--- config.mk ---
export PLATFORM = sky130hd
export DESIGN_NAME = cnt10_down
export DESIGN_NICKNAME = d
export VERILOG_FILES = /design/src/rtl/cnt10_down.sv
export SDC_FILE = /design/constraint.sdc
export NUM_CORES = 1
export LEC_CHECK = 0
export ABC_CLOCK_PERIOD_IN_PS = 4200
export CAP_MARGIN = 20
export CORE_MARGIN = 2
export CORE_UTILIZATION = 35
export CTS_BUF_LIST = sky130_fd_sc_hd__clkbuf_4 sky130_fd_sc_hd__clkbuf_8
export CTS_CLUSTER_DIAMETER = 40
export DETAILED_ROUTE_END_ITERATION = 7
export SKIP_CTS_REPAIR_TIMING = 1
export SLEW_MARGIN = 20
export SYNTH_ARGS = -nofsm -noshare
export SYNTH_HDL_FRONTEND = slang
export SYNTH_SLANG_ARGS = --single-unit
--- constraint.sdc ---
create_clock -name clk -period 4.2 [get_ports clk]
set_input_delay 1.26 -clock clk [delete_from_list [all_inputs] [get_ports clk]]
set_output_delay 1.26 -clock clk [all_outputs]
set_load 0.005 [all_outputs]
--- src/rtl/cnt10_down.sv ---
// Presettable 4-digit BCD decade down-counter with borrow, zero and sticky underflow.
// Borrow of one stage feeds the enable of the next higher stage for cascading.
module cnt10_down #(
  parameter int DIGITS      = 4,
  parameter bit AUTO_RELOAD = 1'b0
) (
  input  logic                  clk,
  input  logic                  rst,
  input  logic                  en,
  input  logic                  load,
  input  logic [4*DIGITS-1:0]   data,
  output logic [4*DIGITS-1:0]   dout,
  output logic                  bout,
  output logic                  zero,
  output logic                  uflow
);

  localparam int W = 4 * DIGITS;

  logic [W-1:0] preset;
  logic [W-1:0] dec_val;
  logic [W-1:0] san_val;
  logic [W-1:0] wrap_val;
  logic         borrow;

  // Digit-wise decrement: a zero digit under borrow becomes 9 and keeps borrowing.
  always_comb begin
    dec_val = dout;
    borrow  = 1'b1;
    for (int i = 0; i < DIGITS; i++) begin
      if (borrow) begin
        if (dout[4*i +: 4] == 4'd0) begin
          dec_val[4*i +: 4] = 4'd9;
        end else begin
          dec_val[4*i +: 4] = dout[4*i +: 4] - 4'd1;
          borrow            = 1'b0;
        end
      end
    end
  end

  always_comb begin
    san_val = '0;
    for (int i = 0; i < DIGITS; i++) begin
      san_val[4*i +: 4] = (data[4*i +: 4] > 4'd9) ? 4'd9 : data[4*i +: 4];
    end
  end

  assign wrap_val = AUTO_RELOAD ? preset : {DIGITS{4'h9}};
  assign zero     = (dout == '0);
  assign bout     = en & ~load & zero;

  always_ff @(posedge clk or negedge rst) begin
    if (!rst) begin
      dout   <= '0;
      preset <= '0;
      uflow  <= 1'b0;
    end else if (load) begin
      dout   <= san_val;
      preset <= san_val;
      uflow  <= 1'b0;
    end else if (en) begin
      if (zero) begin
        dout  <= wrap_val;
        uflow <= 1'b1;
      end else begin
        dout  <= dec_val;
      end
    end
  end

endmodule

==> key figures, run 1 <==
Cells and area
  • Design area: 1695 um2
  • Commonest non-fill, non-tap cells in the layout: clkdlybuf4s50_1, nor2_1, dfrtp_1
  • # nets final: 211
  • Diodes inserted: 0
  • Most common cell after layout, fill and taps aside: clkdlybuf4s50_1
  • Ratio of cells with drive above 1 in the final layout: 0.1038
  • Area grow syn2layout: 38.55%

GRT
  • Gr usage total: 0.1511
  • Largest net degree at the start of global routing: 30
  • Antenna violations before repair: 0
  • GR Overflow Total: 0
  • First-pass GRT wire length: 4.836 mm
  • Number of global-route vias before repair: 1096

Power and ir drop
  • Sw Share: 0.3202
  • Flop pwr share: 0.441
  • Clock Power Share: 0.215
  • Worst VDD drop: 0.0001345 V
  • Proportion of power drawn by combinational gates: 0.343
  • Static Leak: 0.6952 nW
  • Switch Pwr: 0.0001480 W
  • Pwr dens: 272.6 nW/um2
  • Internal power: 0.0003142 W

Yosys
  • Distinct cells, synth: 41
  • FF+latch count, synth: 17
  • Synth warn: 0
  • Syn Nets: 168
  • Netlist Area Pre-Place: 1224 um2
  • Avg Cell Area, Syn: 8.679 um2
  • Post-synthesis sequential area ratio: 0.3476
  • Cells after Synth: 141

Place
  • HPWL after DPL: 2.157 mm
  • Gp weighted congestion: 0.7966
  • Number of port buffers: 38
  • Post-DP Area: 1665 um2

Clock tree
  • H-tree levels: 1
  • Clock Latency Late Sink: 0.30 ns
  • Clock Pin Slew Worst Setup and Hold Paths: 0.11 ns
  • CTS Buf Count: 3
  • CTS Buffer Depth: 2
  • CTS tree: yes
  • Clk sinks: 17
  • Buffer type at the clock tree root: clkbuf_4

Setup path
  • Critical path startpoint category: input pin
  • WS Path Type: in2out
  • Critical-path maximum fanout: 2
  • Setup crit end kind: primary output
  • R2R setup slack: 2.34 ns
  • Crit path arrival time: 2.78 ns
  • WP data required: 2.94 ns

Floorplan
  • FP Rows: 21
  • Die X-Extent: 63.13 um
  • Core area: 3337 um2
  • Initial Util: 0.3667
  • I/O pin total: 39
  • Die Span Y: 63.13 um
  • Die ar.: 3985 um2

Timing
  • Worst-Margin Slew: 0.7884 ns
  • Fmax: 247.7 MHz
  • Setup Skew: 0.003389 ns
  • Final Setup Violations: 0
  • Final Max Slew Viols: 0
  • Final hold vios: 0
  • Setup TNS: 0 ns
  • Max-slew headroom: 0.4728
  • RSZ-0062 raised after global routing: no
  • Fin crit share: 0.9611
  • Post-layout min period: 4.037 ns
  • Hold Slack: 0.5271 ns

Drt
  • ANT nets after route: 0
  • Drt via density: 5.127
  • WL/cell: 12.43 um
  • Via Count: 1174
  • Routed wire length: 2.846 mm
  • DRC: 0
  • Drt pass-1 iters: 4
  • 1st-iter DRT viols: 41

Status
  • Outcome: finished clean

Job
  • MaxCap Viol Count: 0

Worst hold path
  • Hold Path Class: reg2reg
logic make-up after synthesis:
kind of cell             Yosys count  share of synthesized area
AND/OR/NAND/NOR                   53                     0.2505
AO/OA/AOI/OAI                     44                     0.2301
flip-flops                        17                     0.3476
buffers and inverters             15                    0.05521
adder cells (fa/ha/maj)            7                    0.07157
multiplexers                       5                    0.04499
power by group through the flow:
stage | sequential, W | clock [W] | combinational [W]
finish | 0.000204 | 0.0000995 | 0.000159
global route | 0.000208 | 0.000108 | 0.000178
CTS | 0.000204 | 0.000101 | 0.000160
detailed placement | 0.000207 | 0 | 0.000159
global placement | 0.000206 | 0 | 0.000156
floorplan | 0.000204 | 0 | 0.0000859
stage by stage:
| step | total power [W] | utilization | setup slack, ns | std cells |
|---|---|---|---|---|
| 3_5_place_dp | 0.0003663 | 0.4991 | 0.1610 | 225 |
| 3_3_place_gp | 0.0003630 | 0.4991 | 0.1029 | 225 |
| 6_report | 0.0004621 | 0.5081 | 0.1635 | 229 |
| 5_1_grt | 0.0004944 | 0.5081 | 0.03451 | 229 |
| 4_1_cts | 0.0004659 | 0.5081 | 0.1429 | 229 |
| 2_1_floorplan | 0.0002896 | - | 1.131 | 141 |
metal layers:
layer / up-vias / track usage / part of all wire
li1: 587 / - / -
met3: 5 / 0.03393 / 0.056
met4: 0 / 0.05000 / 0.012
met1: 555 / 0.1966 / 0.46
met2: 27 / 0.2473 / 0.48
met5: - / 0 / 0
flip-flops by register name (all words and copies together), names as in the netlist:
signal and flops:
dout 16, uflow 1
area by class of cell:
class                   count  area (um2)
clock buffers               4       30.03
well taps                  46       57.56
repair buffers             42       410.4
fillers                   358        1642
multi-input cells         109       730.7
flip-flops and latches     17       425.4
inverters                  11       41.29
path summary, 6_finish.rpt:
path                                     startpoint              endpoint  depth (start not counted)
max in group asynchronous                       rst   dout[4]$_DFFE_PN0P_                          1
worst min-delay path              uflow$_DFFE_PN0P_     uflow$_DFFE_PN0P_                          2
min in group asynchronous                       rst     uflow$_DFFE_PN0P_                          1
worst min register to register    uflow$_DFFE_PN0P_     uflow$_DFFE_PN0P_                          2
worst max-delay path                             en                  bout                          5
worst max register to register  dout[4]$_DFFE_PN0P_  dout[15]$_DFFE_PN0P_                          7
synthesized netlist by cell type (all sizes together):
master	instances	area share
a21oi	10	0.041
nor3	5	0.025
ha	7	0.072
o31a	1	0.0072
o31ai	2	0.016
a22o	1	0.0072
buf	3	0.018
a311oi	1	0.0072
nand2	13	0.042
and3	2	0.011
a31oi	2	0.010
a41oi	1	0.0072
nand3b	1	0.0061
mux2i	4	0.033
a211oi	1	0.0061
inv	11	0.034
nor4b	1	0.0072
nor2	18	0.055
o21ai	16	0.069
nand4b	1	0.0072
and4bb	1	0.013
mux2	1	0.012
nor3b	4	0.043
o21a	4	0.025
a311o	1	0.0082
clkbuf	1	0.0031
nor2b	3	0.015
nand3	2	0.012
a221o	1	0.0082
dfrtp	17	0.35
and2b	2	0.013
o21bai	3	0.018
critical path, cell delays in order:
cell	delay, ns
clkdlybuf4s50_1	0.47
and4bb_4	0.25
nand3_2	0.08
nor3_1	0.17
clkdlybuf4s50_1	0.55
(Power assumes the default switching activity.)
==> run 2: changes to the inputs <==
--- a/config.mk
+++ b/config.mk
@@ -13,7 +13,6 @@
 export CTS_CLUSTER_DIAMETER = 40
 export DETAILED_ROUTE_END_ITERATION = 7
 export SKIP_CTS_REPAIR_TIMING = 1
-export SLEW_MARGIN = 20
 export SYNTH_ARGS = -nofsm -noshare
 export SYNTH_HDL_FRONTEND = slang
 export SYNTH_SLANG_ARGS = --single-unit
==> results of run 2 <==
No change in the layout: final DEF, timing and power equal those of run 1.
